### config.mk
export PLATFORM = sky130hd
export DESIGN_NAME = pnode_tagger
export DESIGN_NICKNAME = d
export VERILOG_FILES = /design/src/rtl/pnode_tagger_pkg.sv /design/src/rtl/pnode_skidbuf.sv /design/src/rtl/pnode_tagger.sv
export SDC_FILE = /design/constraint.sdc
export NUM_CORES = 1
export LEC_CHECK = 0
export CORE_AREA = 2 2 129 131
export DETAILED_ROUTE_END_ITERATION = 8
export DIE_AREA = 0 0 131 133
export PLACE_DENSITY_LB_ADDON = 0.05
export REMOVE_ABC_BUFFERS = 1
export SLEW_MARGIN = 20
export SYNTH_ARGS = -nofsm -noshare
export SYNTH_HDL_FRONTEND = slang
export SYNTH_SLANG_ARGS = --single-unit
### constraint.sdc
create_clock -name clock -period 4.6 [get_ports clock]
set_input_delay 1.15 -clock clock [delete_from_list [all_inputs] [get_ports clock]]
set_output_delay 1.15 -clock clock [all_outputs]
set_load 0.01 [all_outputs]
### src/rtl/pnode_tagger_pkg.sv
// Shared definitions for the pnode tagger: field layout of the tagged beat,
// counter widths, packet FSM states and small helpers.
package pnode_tagger_pkg;

  localparam int DATA_WIDTH     = 64;
  localparam int TAG_WIDTH      = 8;
  localparam int CONCAT_WIDTH   = TAG_WIDTH + 2 + DATA_WIDTH;
  localparam int PNODE_WIDTH    = 74;
  localparam int INFLIGHT_WIDTH = 9;
  localparam int ERR_WIDTH      = 16;

  // Bit positions inside the outgoing pnode word {tag, sop, eop, data}
  localparam int PNODE_DATA_LSB = 0;
  localparam int PNODE_EOP_BIT  = 64;
  localparam int PNODE_SOP_BIT  = 65;
  localparam int PNODE_TAG_LSB  = 66;
  localparam int PNODE_TAG_MSB  = 73;

  typedef enum logic {
    ST_IDLE  = 1'b0,
    ST_INPKT = 1'b1
  } pktState_t;

  function automatic logic [PNODE_WIDTH-1:0] packPnode(
    input logic [TAG_WIDTH-1:0]  tag,
    input logic                  sop,
    input logic                  eop,
    input logic [DATA_WIDTH-1:0] data
  );
    return {tag, sop, eop, data};
  endfunction

  // Error counter sticks at all-ones instead of wrapping
  function automatic logic [ERR_WIDTH-1:0] satAddErr(
    input logic [ERR_WIDTH-1:0] count,
    input logic [1:0]           inc
  );
    logic [ERR_WIDTH:0] sum;
    sum = {1'b0, count} + {{(ERR_WIDTH-1){1'b0}}, inc};
    return sum[ERR_WIDTH] ? {ERR_WIDTH{1'b1}} : sum[ERR_WIDTH-1:0];
  endfunction

endpackage

### src/rtl/pnode_skidbuf.sv
// Small FIFO whose head sits in a registered output stage; DEPTH counts the
// output register plus the DEPTH-1 storage entries behind it.
module pnode_skidbuf #(
  parameter int WIDTH = 74,
  parameter int DEPTH = 2
) (
  input  logic             clock,
  input  logic             reset,
  input  logic             i_pushValid,
  input  logic [WIDTH-1:0] i_pushData,
  output logic             o_hasSpace,
  output logic             o_outValid,
  output logic [WIDTH-1:0] o_outData,
  input  logic             i_outReady
);

  localparam int FIFO_DEPTH = DEPTH - 1;
  localparam int PTR_W      = (FIFO_DEPTH > 1) ? $clog2(FIFO_DEPTH) : 1;
  localparam int CNT_W      = $clog2(DEPTH + 1);
  localparam logic [PTR_W-1:0] LAST_PTR = PTR_W'(FIFO_DEPTH - 1);

  logic [WIDTH-1:0] r_mem [FIFO_DEPTH];
  logic [PTR_W-1:0] r_rdPtr;
  logic [PTR_W-1:0] r_wrPtr;
  logic [CNT_W-1:0] r_fifoCount;
  logic             r_outValid;
  logic [WIDTH-1:0] r_outData;

  logic w_pop;
  logic w_outFree;
  logic w_fifoEmpty;
  logic w_pushToOut;
  logic w_pushToFifo;
  logic w_fifoPop;

  function automatic logic [PTR_W-1:0] nextPtr(input logic [PTR_W-1:0] ptr);
    return (ptr == LAST_PTR) ? '0 : ptr + 1'b1;
  endfunction

  assign w_pop        = r_outValid && i_outReady;
  assign w_outFree    = !r_outValid || w_pop;
  assign w_fifoEmpty  = (r_fifoCount == '0);
  assign w_pushToOut  = i_pushValid && w_outFree && w_fifoEmpty;
  assign w_pushToFifo = i_pushValid && !w_pushToOut;
  assign w_fifoPop    = w_outFree && !w_fifoEmpty;

  // Space is judged on current occupancy only, so rx_ready never depends on pnode_ready
  assign o_hasSpace = ({{(CNT_W-1){1'b0}}, r_outValid} + r_fifoCount) < CNT_W'(DEPTH);
  assign o_outValid = r_outValid;
  assign o_outData  = r_outData;

  always_ff @(posedge clock) begin
    if (w_pushToFifo) begin
      r_mem[r_wrPtr] <= i_pushData;
    end
  end

  always_ff @(posedge clock) begin
    if (reset) begin
      r_rdPtr     <= '0;
      r_wrPtr     <= '0;
      r_fifoCount <= '0;
      r_outValid  <= 1'b0;
      r_outData   <= '0;
    end else begin
      if (w_outFree) begin
        if (!w_fifoEmpty) begin
          r_outValid <= 1'b1;
          r_outData  <= r_mem[r_rdPtr];
        end else if (i_pushValid) begin
          r_outValid <= 1'b1;
          r_outData  <= i_pushData;
        end else begin
          r_outValid <= 1'b0;
        end
      end
      if (w_pushToFifo) begin
        r_wrPtr <= nextPtr(r_wrPtr);
      end
      if (w_fifoPop) begin
        r_rdPtr <= nextPtr(r_rdPtr);
      end
      case ({w_pushToFifo, w_fifoPop})
        2'b10:   r_fifoCount <= r_fifoCount + 1'b1;
        2'b01:   r_fifoCount <= r_fifoCount - 1'b1;
        default: r_fifoCount <= r_fifoCount;
      endcase
    end
  end

endmodule

### src/rtl/pnode_tagger.sv
// Tags each Avalon-ST packet with an 8-bit id taken at SOP, drops malformed
// beats, tracks outstanding tags and forwards beats through a skid buffer.
module pnode_tagger
  import pnode_tagger_pkg::*;
#(
  parameter int MAX_INFLIGHT = 64,
  parameter int SKID_DEPTH   = 2
) (
  input  logic                      clock,
  input  logic                      reset,
  input  logic [DATA_WIDTH-1:0]     avalon_st_rx_data,
  input  logic                      avalon_st_rx_sop,
  input  logic                      avalon_st_rx_eop,
  input  logic                      avalon_st_rx_valid,
  input  logic [2:0]                avalon_st_rx_empty,
  input  logic [5:0]                avalon_st_rx_error,
  output logic                      avalon_st_rx_ready,
  output logic [PNODE_WIDTH-1:0]    pnode_data,
  output logic                      pnode_valid,
  input  logic                      pnode_ready,
  input  logic                      tag_release_valid,
  input  logic [TAG_WIDTH-1:0]      tag_release,
  output logic [INFLIGHT_WIDTH-1:0] inflight_count,
  output logic [ERR_WIDTH-1:0]      proto_err_count
);

  localparam logic [INFLIGHT_WIDTH-1:0] MAX_INFL = INFLIGHT_WIDTH'(MAX_INFLIGHT);

  pktState_t                 r_state;
  logic [TAG_WIDTH-1:0]      r_tagCtr;
  logic [TAG_WIDTH-1:0]      r_curTag;
  logic [INFLIGHT_WIDTH-1:0] r_inflight;
  logic [ERR_WIDTH-1:0]      r_errCount;
  logic                      r_active;

  logic                   w_hasSpace;
  logic                   w_fire;
  logic                   w_allocate;
  logic                   w_dropBeat;
  logic                   w_push;
  logic [TAG_WIDTH-1:0]   w_pushTag;
  logic [PNODE_WIDTH-1:0] w_pushData;
  logic                   w_releaseOk;
  logic                   w_releaseBad;
  logic [1:0]             w_errInc;
  logic                   w_unusedInputs;

  // Framing side-band and the released tag value are accepted but carry no meaning here
  assign w_unusedInputs = ^{avalon_st_rx_empty, avalon_st_rx_error, tag_release};

  assign avalon_st_rx_ready = r_active && w_hasSpace &&
                              ((r_state == ST_INPKT) || (r_inflight < MAX_INFL));

  assign w_fire       = avalon_st_rx_valid && avalon_st_rx_ready;
  assign w_allocate   = w_fire && (r_state == ST_IDLE) && avalon_st_rx_sop;
  assign w_dropBeat   = w_fire && (((r_state == ST_IDLE)  && !avalon_st_rx_sop) ||
                                   ((r_state == ST_INPKT) &&  avalon_st_rx_sop));
  assign w_push       = w_fire && !w_dropBeat;
  assign w_pushTag    = (r_state == ST_IDLE) ? r_tagCtr : r_curTag;
  assign w_pushData   = packPnode(w_pushTag, avalon_st_rx_sop, avalon_st_rx_eop,
                                  avalon_st_rx_data);
  assign w_releaseOk  = tag_release_valid && (r_inflight != '0);
  assign w_releaseBad = tag_release_valid && (r_inflight == '0);
  assign w_errInc     = {1'b0, w_dropBeat} + {1'b0, w_releaseBad};

  always_ff @(posedge clock) begin
    if (reset) begin
      r_state    <= ST_IDLE;
      r_tagCtr   <= '0;
      r_curTag   <= '0;
      r_inflight <= '0;
      r_errCount <= '0;
      r_active   <= 1'b0;
    end else begin
      r_active <= 1'b1;
      case (r_state)
        ST_IDLE: begin
          if (w_allocate) begin
            r_tagCtr <= r_tagCtr + 1'b1;
            if (!avalon_st_rx_eop) begin
              r_curTag <= r_tagCtr;
              r_state  <= ST_INPKT;
            end
          end
        end
        ST_INPKT: begin
          if (w_push && avalon_st_rx_eop) begin
            r_state <= ST_IDLE;
          end
        end
        default: r_state <= ST_IDLE;
      endcase
      // Allocation and release in the same cycle cancel out
      if (w_allocate && !w_releaseOk) begin
        r_inflight <= r_inflight + 1'b1;
      end else if (!w_allocate && w_releaseOk) begin
        r_inflight <= r_inflight - 1'b1;
      end
      r_errCount <= satAddErr(r_errCount, w_errInc);
    end
  end

  assign inflight_count  = r_inflight;
  assign proto_err_count = r_errCount;

  pnode_skidbuf #(
    .WIDTH (PNODE_WIDTH),
    .DEPTH (SKID_DEPTH)
  ) u_skidbuf (
    .clock       (clock),
    .reset       (reset),
    .i_pushValid (w_push),
    .i_pushData  (w_pushData),
    .o_hasSpace  (w_hasSpace),
    .o_outValid  (pnode_valid),
    .o_outData   (pnode_data),
    .i_outReady  (pnode_ready)
  );

endmodule

==> reports/results.txt, run 1 <==
Vias/cell -> 5.44
Die area -> 17400 um2
WP data required -> 4910 ps
Fin crit period -> 3940 ps
Compound-Gate Fraction of Synth Area -> 13.3%
PostCTS Resize Cnt -> 0
Layout area overhead -> 30.4%
Core ar. -> 16200 um2
Placed Area -> 9730 um2
CP dominant cell by count -> ha_1
Worst-skew pair later-pin latency -> 420 ps
RSZ-0062 raised after global routing -> false
Critical path type -> in -> reg
Clock sinks -> 194
Final net count -> 1022
Worst-path maximum fanout -> 8
Hold_buf cts -> 0
Vias in the first global route -> 6173
Synth unique cells -> 51
Ys Warns -> 0
Post-synthesis xor/xnor area fraction -> 2.00%
Least-Margin Pin Slew -> 926 ps
Max Cap Viol -> 0
First-pass GRT wire length -> 30100 um
# setup viols final -> 0
Layout Skew -> 9.82 ps
Max Slew Vio Count -> 0
Final instance area -> 10300 um2
Reg-to-Reg End -> inflight_count[8]$_SDFFE_PP0P_
Root buf cell -> clkbuf_16
Number of iterations in the first detailed-routing pass -> 5
Max VDD drop -> 0.408 mV
Fin cells -> 1154
Placed Cells -> 1122
Leakage power -> 3.66 nW
Post-detail-place hpwl -> 11700 um
Cells after Synth -> 773
Min-delay worst type -> reg -> reg
Core Rows -> 47
Synth Area in Simple Gates -> 17.7%
Final count of hold timing violations -> 0
DRC violations left -> 0
Slew HR -> 38.3%
Initial DRC Count -> 393
Gpl congestion -> 0.792
Maximum clock frequency -> 254 MHz
Htree depth -> 4
Top post-synthesis cells by area -> dfxtp_1 30%, edfxtp_1 28%, nand2_1 7.5%
CP endpoint kind -> flip-flop
Initial antenna violation count -> 0
CP max stage delay -> 470 ps
Post-synth top area share -> 30.4%
Pin count of the biggest net entering global routing -> 113
GRT Util Overall -> 21.5%
Die width -> 131 um
Largest family of logic cells by synthesized area -> simple AND/OR/NAND/NOR gates
Share of cells above drive strength 1 -> 6.21%
Area leader, netlist -> dfxtp_1
R2R Setup Slk -> 1200 ps
Die height -> 133 um
Synth Register Bits -> 194
Io pins -> 189
Worst R2R Path Depth -> 11
CP startpoint kind -> input port
Crit share post-route -> 85.7%
Clock slew at reported path FFs -> 70 ps
Routed Antenna Nets -> 0
CP arrival -> 4250 ps
Ys flop type -> dfxtp_1
Drt wl/cell -> 16.2 um
ANT cells -> 0
GR Overflow Total -> 0
Worst Hold Path EP -> u_skidbuf.o_outData[68]$_SDFFE_PP0P_
Synth Area in Adders -> 2.25%
Seq/Total Area, Yosys -> 58.5%
Synth Cell Area -> 7900 um2
Outcome -> finished clean
Async SR Flop Fraction -> 0%
Hold Path Origin -> u_skidbuf.o_outData[68]$_SDFFE_PP0P_
CTS tree -> yes
IO Port Bufs -> 171
Setup repair bufs after CTS -> 0
Mean Syn Cell Area -> 10.2 um2
Worst path bufs/invs -> 2
Mux cell area share after synthesis -> 2.41%
Post-synth EDFFs -> 74
Total CTS buffers -> 17
Clock Tree Buf Depth -> 2
PD cells -> 591 nW/um2
Critical path cell sequence -> clkdlybuf4s50_1 -> nor2b_1 -> nand2_1 -> nor2_1 -> ha_1 -> inv_1 -> ha_1 -> a21o_1 -> or3_1 -> o22ai_1 -> mux2i_1 -> mux2_2
Worst r2r src -> u_skidbuf.r_fifoCount[0]$_SDFFE_PP0P_
CP top delay family -> simple AND/OR/NAND/NOR gates
Routed vias -> 6273
Final WL -> 18600 um
WHS Path Cells -> 2
Slowest CP cell -> clkdlybuf4s50_1
Initial Util -> 48.9%
-- layout by cell type, fill, tap and decap left out, types with 8 or more instances in the layout --
master / synthesis / routed
clkdlybuf4s50_1: 0 / 170
o2111ai_1: 8 / 8
a311oi_1: 66 / 66
nand2b_1: 11 / 11
edfxtp_1: 74 / 74
nand3_1: 15 / 15
nand2_1: 157 / 157
o21ai_0: 17 / 17
xor2_1: 10 / 10
xnor2_1: 8 / 8
a21oi_1: 26 / 26
buf_4: 0 / 11
inv_1: 12 / 11
ha_1: 11 / 11
mux2_2: 8 / 8
mux2i_1: 10 / 10
dfxtp_1: 120 / 120
clkbuf_16: 0 / 17
nor2_1: 103 / 102
-- flip-flops by register name (all words and copies together), names as in the netlist --
| register | count |
|---|---|
| inflight_count | 9 |
| proto_err_count | 16 |
| r_active | 1 |
| r_curTag | 8 |
| r_state | 1 |
| r_tagCtr | 8 |
| u_skidbuf.o_outData | 74 |
| u_skidbuf.o_outValid | 1 |
| u_skidbuf.r_fifoCount | 2 |
| u_skidbuf.r_mem | 74 |
-- final cells by class --
| cell class | count | area [um2] |
|---|---|---|
| Clock inverter | 12 | 134 |
| Clock buffer | 20 | 437 |
| Timing Repair Buffer | 182 | 1800 |
| Multi-Input combinational cell | 514 | 2980 |
| Fill cell | 1340 | 5870 |
| Tap cell | 220 | 275 |
| Sequential cell | 194 | 4620 |
| Inverter | 12 | 46.3 |
-- worst max-delay path by stage --
| stage | startpoint | to | slack [ps] | depth (start not counted) |
|---|---|---|---|---|
| after CTS | avalon_st_rx_sop | inflight_count[8]$_SDFFE_PP0P_ | 680 | 12 |
| final | avalon_st_rx_sop | inflight_count[8]$_SDFFE_PP0P_ | 660 | 12 |
| after floorplan | u_skidbuf.r_fifoCount[0]$_SDFFE_PP0P_ | u_skidbuf.o_outData[66]$_SDFFE_PP0P_ | -1710 | 4 |
| after detailed placement | avalon_st_rx_sop | inflight_count[8]$_SDFFE_PP0P_ | 230 | 12 |
| after global placement | avalon_st_rx_sop | inflight_count[8]$_SDFFE_PP0P_ | 290 | 12 |
| after global routing | avalon_st_rx_sop | inflight_count[8]$_SDFFE_PP0P_ | 360 | 12 |
-- cells in the mapped netlist (all sizes together), types with 2 or more instances --
library cell and n:
nand2 157, dfxtp 120, nor2 103, edfxtp 74, a311oi 66, clkbuf 33, a21oi 26, buf 20
o21ai 17, nand3 15, inv 12, ha 11, nand2b 11, mux2i 10, xor2 10, mux2 8
o2111ai 8, xnor2 8, and3 6, nand4 6, nor3 6, nor2b 5, nor4 4, or3 4
a31oi 3, and2 3, o211ai 3, a21o 2, a221oi 2, fa 2, o211a 2, or4 2
-- routing by layer --
| metal | vias up | wire (um) | share of wire (%) | GRT usage (%) |
|---|---|---|---|---|
| met3 | 21 | 1050 | 5.6 | 5.10 |
| met4 | 0 | 251 | 1.3 | 6.86 |
| met5 | - | 0 | 0 | 0 |
| li1 | 3063 | - | - | - |
| met1 | 3041 | 8560 | 46 | 28.1 |
| met2 | 148 | 8790 | 47 | 35.1 |
-- where the power goes --
group	switching (W)	total, W	internal, W
sequential	0.000180	0.00227	0.00209
clock	0.000636	0.00144	0.000804
combinational	0.00131	0.00238	0.00106
-- kinds of logic after synthesis --
logic type	after synthesis
flops	194
buf+inv	65
mux	18
compound gates	137
fa+ha+maj	13
simple gates	328
xor+xnor	18
-- through the flow --
stage / worst slack, ps / hold slack, ps / utilization (%) / total power [W] / TNS [ps]
finish: 656 / 456 / 63.7 / 0.00608 / 0
global route: 358 / 475 / 63.7 / 0.00648 / 0
CTS: 685 / 460 / 63.7 / 0.00614 / 0
detailed placement: 227 / 451 / 60.2 / 0.00469 / 0
global placement: 290 / 445 / 60.2 / 0.00459 / 0
floorplan: -1710 / 458 / - / 0.00373 / -158520
-- worst register-to-register path, delay by kind of cell (launching register included) --
family	cells	cell delay [ps]
multiplexers	2	570
adder cells (fa/ha/maj)	2	600
AO/OA/AOI/OAI	4	1020
flip-flops	1	380
AND/OR/NAND/NOR	2	570
buffers and inverters	1	170
Note: power is estimated with default switching activity, not from simulation.
==> inputs of run 2 (changes only) <==
Settings changed: ABC_CLOCK_PERIOD_IN_PS from default to 4600.
==> results of run 2 <==
Same layout as run 1: the final DEF is identical, and so are final timing and power.
==> inputs of run 3 (changes only) <==
Settings changed: CORE_AREA 2 2 129 131 to 8 8 135 137, CTS_CLUSTER_SIZE from default to 40, DIE_AREA 0 0 131 133 to 0 0 143 145.
==> run 3 against run 2 <==
  * Utilization rose by 0.44 points
  * Die area is 19% higher
  * Global-route usage down 3.0 points
  * Register-to-register slack gained 50 ps
  * Setup slack got worse by 9.5 ps
  * Sequential power about the same
  * Highest routed layer unchanged
==> reports/results.txt, run 3 (synthesis results as in run 1) <==
Drt wl/cell -> 16.9 um (+4.6%)
Most frequent cells in the layout -> 170 x clkdlybuf4s50_1, 157 x nand2_1, 120 x dfxtp_1
RSZ-0062 raised after global routing -> false
Worst-path maximum fanout -> 8 (unchanged)
Root buf cell -> clkbuf_16
Commonest non-fill, non-tap cell in the layout -> clkdlybuf4s50_1
Layout Skew -> 16.6 ps (+6.74 ps)
Placed Cells -> 1121 (-0.089%)
Outcome -> finished clean
Initial DRC Count -> 296 (-25%)
Clock Tree Buf Depth -> 2 (unchanged)
Final core utilization -> 64.2% (+0.44 points)
CP dominant cell by count -> ha_1
Final WL -> 19500 um (+4.5%)
GRT Util Overall -> 18.5% (-3.0 points)
Total CTS buffers -> 17 (unchanged)
IO Port Bufs -> 171 (unchanged)
Number of iterations in the first detailed-routing pass -> 5 (unchanged)
Critical path type -> in -> reg
CP startpoint kind -> input port
# setup viols final -> 0 (unchanged)
Final count of hold timing violations -> 0 (unchanged)
CP top delay family -> simple AND/OR/NAND/NOR gates
Core Rows -> 47 (unchanged)
Routed Antenna Nets -> 0 (unchanged)
WP data required -> 4920 ps (about the same)
Worst path bufs/invs -> 2 (unchanged)
Max Slew Vio Count -> 0 (unchanged)
Worst-skew pair later-pin latency -> 430 ps (about the same)
Initial Util -> 48.9% (unchanged)
Least-Margin Pin Slew -> 776 ps (-150 ps)
Vias/cell -> 5.39 (-0.92%)
CP arrival -> 4270 ps (+20 ps)
Gpl congestion -> 0.818 (+3.2%)
CTS tree -> yes
Routed vias -> 6210 (-1.0%)
Clock slew at reported path FFs -> 70 ps (about the same)
Maximum clock frequency -> 253 MHz (-0.24%)
Initial antenna violation count -> 0 (unchanged)
GR Overflow Total -> 0 (unchanged)
First-pass GRT wire length -> 31100 um (+3.4%)
Crit share post-route -> 85.9% (+0.21 points)
PostCTS Resize Cnt -> 0 (unchanged)
Max Cap Viol -> 0 (unchanged)
Slowest CP cell -> clkdlybuf4s50_1
Die height -> 145 um (+9.0%)
Min-delay worst type -> reg -> reg
Hold_ws -> 456 ps (+0.0460 ps)
Die area -> 20700 um2 (+19%)
Vias in the first global route -> 6082 (-1.5%)
ANT cells -> 0 (unchanged)
Fin crit period -> 3950 ps (+9.48 ps)
Io pins -> 189 (unchanged)
CP max stage delay -> 560 ps (+90 ps)
Max VDD drop -> 0.370 mV (-9.3%)
Final net count -> 1021 (-0.098%)
PD cells -> 597 nW/um2 (+1.2%)
Core ar. -> 16200 um2 (unchanged)
Hold Path Origin -> u_skidbuf.o_outData[70]$_SDFFE_PP0P_
DRC violations left -> 0 (unchanged)
Critical Path Start -> avalon_st_rx_sop
Final worst slack -> 647 ps (-9.48 ps)
Htree depth -> 4 (unchanged)
Leakage power -> 3.69 nW (+0.94%)
Clock sinks -> 194 (unchanged)
Worst r2r src -> u_skidbuf.r_fifoCount[0]$_SDFFE_PP0P_
Die width -> 143 um (+9.2%)
Share of cells above drive strength 1 -> 6.22% (+0.0067 points)
Setup WS pre-CTS -> 207 ps (-20.3 ps)
Critical path cell sequence -> clkdlybuf4s50_1 -> nor2b_1 -> nand2_1 -> nor2_1 -> ha_1 -> inv_1 -> ha_1 -> a21o_1 -> or3_1 -> o22ai_1 -> mux2i_1 -> mux2_2
Post-detail-place hpwl -> 12800 um (+9.2%)
Slew HR -> 48.3% (+10 points)
Hold_buf cts -> 0 (unchanged)
Fin cells -> 1153 (-0.087%)
Setup repair bufs after CTS -> 0 (unchanged)
Layout area overhead -> 31.3%
Pin count of the biggest net entering global routing -> 97 (-14%)
CP endpoint kind -> flip-flop
-- run 3: area by class of cell --
| class | instances | area, um2 |
|---|---|---|
| Tap cell | 220 | 275 |
| Clock buffer | 18 | 439 |
| Clock inverter | 14 | 186 |
| Inverter | 12 | 45.0 |
| Sequential cell | 194 | 4620 |
| Multi-Input combinational cell | 514 | 2980 |
| Fill cell | 1281 | 5800 |
| Timing Repair Buffer | 181 | 1820 |
-- run 3: stage by stage --
step | power, W | TNS (ps) | instance area (um2)
floorplan | 0.00373 | -158520 | 7640
global placement | 0.00463 | 0 | 9750
detailed placement | 0.00470 | 0 | 9750
CTS | 0.00627 | 0 | 10400
global route | 0.00659 | 0 | 10400
finish | 0.00620 | 0 | 10400
-- run 3: path summary, 6_finish.rpt --
check	endpoint	slack [ps]	cells past startpoint
setup / recovery	inflight_count[8]$_SDFFE_PP0P_	650	12
hold / removal	u_skidbuf.o_outData[70]$_SDFFE_PP0P_	460	2
setup reg to reg	inflight_count[8]$_SDFFE_PP0P_	1250	11
hold reg to reg	u_skidbuf.o_outData[70]$_SDFFE_PP0P_	460	2
-- run 3: report_power, final --
group	total [W]	switching (W)	internal, W
logic	0.00237	0.00131	0.00106
registers	0.00227	0.000185	0.00209
clock network	0.00155	0.000631	0.000922
-- run 3: tightest hold or removal path: cells and delay by family, from the launching register on --
family	cells	cell delay (ps)
AO/OA/AOI/OAI	1	60
AND/OR/NAND/NOR	1	50
flip-flops	1	310
-- run 3: metal layers --
layer  track usage (%)  share of wire, %  up-vias
li1                  -                 -     3060
met1              23.1                44     2991
met2              30.8                49      151
met3              4.92               6.0        8
met4              5.00              0.45        0
met5                 0                 0        -
==> RTL change 1: new RTL, settings of run 3 <==
The package constant `INFLIGHT_WIDTH` goes from 9 to 7.
--- a/src/rtl/pnode_tagger_pkg.sv
+++ b/src/rtl/pnode_tagger_pkg.sv
@@ -6,7 +6,7 @@
   localparam int TAG_WIDTH      = 8;
   localparam int CONCAT_WIDTH   = TAG_WIDTH + 2 + DATA_WIDTH;
   localparam int PNODE_WIDTH    = 74;
-  localparam int INFLIGHT_WIDTH = 9;
+  localparam int INFLIGHT_WIDTH = 7;
   localparam int ERR_WIDTH      = 16;
 
   // Bit positions inside the outgoing pnode word {tag, sop, eop, data}
Ports: changed (resized inflight_count); port bits go from 189 to 187. The function was not compared with the original's and may differ.
==> RTL change 1 against run 3 <==
  * Sequential share of layout area up 1.1 points
  * Largest cell class unchanged
  * Via count down 11%
  * First-iteration DRC count up 27%
  * Combinational power down 31%
  * Synthesized area down 4.4%
  * Setup slack better by 71 ps
  * Power down 12%
  * Cell area down 3.2%
  * Routed wire length down 4.3%
  * Sequential cell count down 2
==> RTL change 1: results (changes against run 3) <==
.. list-table::
   :header-rows: 1

   * - Metric
     - Value
   * - Run status
     - complete, no violations
   * - Worst slack on hold paths
     - 464 ps (+7.56 ps)
   * - Non-clock buffering overhead in the final layout
     - 0.179 (+0.00364)
   * - Gp weighted congestion
     - 0.795 (-2.8%)
   * - Worst max-slew margin expressed relative to the limit
     - 0.476 (-0.00699)
   * - Number of non-clock inverters
     - 12 (unchanged)
   * - Overall global routing resource usage
     - 0.182 (-0.00287)
   * - Post-synth cell types
     - 58 (+14%)
   * - Filler cell count
     - 1,278 (-0.23%)
   * - Largest net degree at the start of global routing
     - 67 (-31%)
   * - Global route overflow
     - 0 (unchanged)
   * - Total CTS buffers
     - 17 (unchanged)
   * - Final HPWL DP
     - 12,800 um (-0.26%)
   * - Global-route wire length before repair
     - 30,300 um (-2.7%)
   * - Gate count of the mapped netlist
     - 611 (-21%)
   * - List of most frequent post-synthesis cells
     - 118 x dfxtp_1, 74 x edfxtp_1, 68 x and2_1
   * - Clock Latency Late Sink
     - 430 ps (about the same)
   * - Post-CTS Setup Inserts
     - 0 (unchanged)
   * - Peak ir drop on the vdd network
     - 311 uV (-16%)
   * - Biggest fanout along the worst timing path
     - 7 (-1)
   * - FF-to-FF setup slack
     - 1280 ps (+30 ps)
   * - Layout buffer count excluding clock buffers
     - 180 (-0.55%)
   * - Drt total wl
     - 18,600 um (-4.3%)
   * - Data arrival time of the critical path
     - 4200 ps (-70 ps)
   * - Count of inserted antenna diode cells
     - 0 (unchanged)
   * - Layout clock buffers
     - 17 (-1)
   * - Layout cell share with drive strength beyond 1
     - 0.0821 (+0.0199)
   * - Setup clock skew after layout
     - 9.61 ps (-6.95 ps)
   * - Multi-input combinational cell count
     - 364 (-29%)
   * - LEAKAGE
     - 0.00356 uW (-3.6%)
   * - Syn-to-layout area delta
     - 32.9%
   * - Vias in the first global route
     - 5,688 (-6.5%)
   * - Cell area after placement
     - 0.00943 sq mm (-3.3%)
   * - IO Port Bufs
     - 169 (-1.2%)
   * - Nets
     - 867 (-15%)
   * - Cell count after placement
     - 968 (-14%)
   * - Multi-input gate area in the final layout
     - 0.00272 sq mm (-8.7%)
   * - Crit-path max cell delay
     - 590 ps (+30 ps)
   * - Cell types with the largest area share after synthesis
     - dfxtp_1 31%, edfxtp_1 29%, a221o_1 8.7%
   * - First-iteration detailed-routing DRC count
     - 376 (+27%)
   * - CP delay by family, top
     - buffers and inverters
   * - Count of state elements after synthesis
     - 192 (-1.0%)
   * - Clock network area share
     - 0.0609 (+0.000651)
   * - Initial antenna violation count
     - 0 (unchanged)
   * - Worst hold path class
     - reg2reg
   * - Vias
     - 5,528 (-11%)
   * - Sequential element share of the synthesized area
     - 0.607 (+0.0216)
   * - Sequential share of cell area
     - 0.457 (+0.0110)
   * - Number of non-filler instances in the completed layout
     - 1,000 (-13%)
## RTL change 1: changes by cell type after synthesis, moves of 8 or more
| cell | change |
|---|---|
| nand2_1 | -127 |
| nor2_1 | -92 |
| a221o_1 | +66 |
| a311oi_1 | -66 |
| and2_1 | +65 |
| o31a_1 | +10 |
| nand2b_1 | -9 |
| a31o_1 | +8 |
| clkbuf_1 | -8 |
| o21ai_0 | -8 |
| o2bb2ai_1 | +8 |
## RTL change 1: through the flow
stage / setup TNS, ps / worst slack, ps
after floorplan: -14370 / -218
after global placement: 0 / 404
after detailed placement: 0 / 340
after CTS: 0 / 769
after global routing: 0 / 465
final: 0 / 717
## RTL change 1: cells by family after synthesis
kind of cell	count (synthesis)	synth area share
compound gates	147	0.164
xor+xnor	15	0.0174
simple gates	178	0.137
fa+ha+maj	12	0.0219
mux	12	0.0174
flops	192	0.607
buf+inv	55	0.0356
## RTL change 1: worst paths after layout
kind / from / to / depth (start not counted)
worst max-delay path: avalon_st_rx_sop / inflight_count[6] / 11
worst min-delay path: u_skidbuf.o_outData[71] / u_skidbuf.o_outData[71] / 1
worst max register to register: inflight_count[2] / inflight_count[6] / 10
worst min register to register: u_skidbuf.o_outData[71] / u_skidbuf.o_outData[71] / 1
## RTL change 1: power by group
group,switching (uW),leakage [uW],internal (uW)
clock network,658,0.000287,863
registers,189,0.00163,2090
logic,764,0.00164,881
total,1610,0.00356,3830
## RTL change 1: routing by layer
layer | global-route usage | vias to the layer above | part of all wire
met4 | 0.0558 | 0 | 0.016
met3 | 0.0531 | 17 | 0.066
li1 | - | 2649 | -
met5 | 0 | - | 0
met2 | 0.294 | 141 | 0.48
met1 | 0.230 | 2721 | 0.44
==> RTL change 2: new RTL, settings of run 3 <==
Without the edit above. Make the reset (`reset`) asynchronous in 2 clocked blocks.
--- a/src/rtl/pnode_skidbuf.sv
+++ b/src/rtl/pnode_skidbuf.sv
@@ -55,7 +55,7 @@
     end
   end
 
-  always_ff @(posedge clock) begin
+  always_ff @(posedge clock or posedge reset) begin
     if (reset) begin
       r_rdPtr     <= '0;
       r_wrPtr     <= '0;
--- a/src/rtl/pnode_tagger.sv
+++ b/src/rtl/pnode_tagger.sv
@@ -63,7 +63,7 @@
   assign w_releaseBad = tag_release_valid && (r_inflight == '0);
   assign w_errInc     = {1'b0, w_dropBeat} + {1'b0, w_releaseBad};
 
-  always_ff @(posedge clock) begin
+  always_ff @(posedge clock or posedge reset) begin
     if (reset) begin
       r_state    <= ST_IDLE;
       r_tagCtr   <= '0;
Function: differs if reset is asserted again (counterexample within 4 cycles, from zero or initial values and one cycle with reset high); with reset held inactive, the same outputs for 4 cycles.
==> RTL change 2 against run 3 <==
  * Hold slack better by 21 ps
  * Cell count is 10% lower
  * Sequential share of layout area up 4.5 points
  * Synthesized cell count decreased by 18%
  * Critical path depth unchanged
  * Setup slack better by 15 ps
  * Power rose by 6.9%
  * Cell area increased by 2.6%
  * Clock power down 3%
  * Synthesized area is 2.6% higher
  * Routed wire length down 6.8%
  * Sequential cell count is the same
  * Critical path type unchanged
  * Critical endpoint is now inflight_count[8]
  * Largest power group is now sequential cells
==> RTL change 2: results (changes against run 3) <==
.. list-table::
   :header-rows: 1

   * - Metric
     - Value
   * - Final HPWL DP
     - 12,100 um (-5.3%)
   * - Overall global routing resource usage
     - 0.182 (-0.00267)
   * - Post-synthesis compound-gate area fraction
     - 0.0802 (-0.0533)
   * - Synthesized-area fraction occupied by xor and xnor cells
     - 0.0248 (+0.00489)
   * - Worst slack on hold paths
     - 477 ps (+21.4 ps)
   * - Routed wire per std cell
     - 17.5 um (+3.6%)
   * - Adder and majority gate portion of the synthesized area
     - 0.0219 (-0.000579)
   * - Data arrival time of the critical path
     - 4240 ps (-30 ps)
   * - Post-synth cell types
     - 49 (-3.9%)
   * - Number of non-clock inverters
     - 9 (-3)
   * - Final min period
     - 3940 ps (-14.7 ps)
   * - Cell area after placement
     - 0.0101 sq mm (+3.1%)
   * - Post-place setup slack
     - 251 ps (+44.0 ps)
   * - Hold Path End
     - u_skidbuf.o_outData[45]
   * - Layout buffer count excluding clock buffers
     - 179 (-1.1%)
   * - Vias in the first global route
     - 5,720 (-6.0%)
   * - FF-to-FF setup slack
     - 960 ps (-290 ps)
   * - Library cell with the highest instance count after synthesis
     - dfrtp_1
   * - Number of detailed-routing iterations run before antenna repair
     - 4 (-1)
   * - First-iteration detailed-routing DRC count
     - 302 (+2.0%)
   * - Startpoint of the tightest hold check path
     - u_skidbuf.o_outData[45]
   * - Gp weighted congestion
     - 0.787 (-3.7%)
   * - LEAKAGE
     - 0.00429 uW (+16%)
   * - Multi-input combinational area share
     - 0.255 (-0.0324)
   * - Length in cells of the worst reg-to-reg path
     - 12 (+1)
   * - Syn-to-layout area delta
     - 31.3% (about the same)
   * - Biggest fanout along the worst timing path
     - 7 (-1)
   * - Run status
     - complete, no violations
   * - Filler cell count
     - 1,213 (-5.3%)
   * - FF/Latch Area
     - 0.00523 sq mm (+13%)
   * - Peak ir drop on the vdd network
     - 422 uV (+14%)
-- RTL change 2: cell types whose count changed after synthesis, sizes merged, moves of 15 or more --
cell           run 3  this run
a21oi             26        11
a311oi            66         1
clkbuf            33        12
dfrtp              0       120
dfxtp            120         0
mux2i             10        75
nand2            157        99
nor2             103         9
o21ai             17        85
-- RTL change 2: metrics by stage --
step                      total power [uW]  setup TNS (ps)  instances
final                                 6630               0       1037
after detailed placement              5190               0       1006
after floorplan                       4060         -263650        607
after CTS                             6720               0       1037
after global placement                5100               0       1006
after global routing                  7050               0       1037
-- RTL change 2: routing by layer --
metal,wire [um],GRT usage
met3,887,0.0469
met1,8240,0.230
met2,8810,0.300
met4,240,0.0569
met5,0,0
-- RTL change 2: power breakdown --
part | leakage (uW) | switching [uW] | internal, uW
Combinational | 0.00182 | 1260 | 1290
Sequential | 0.00218 | 295 | 2270
Clock | 0.000290 | 635 | 870
Total | 0.00429 | 2190 | 4430
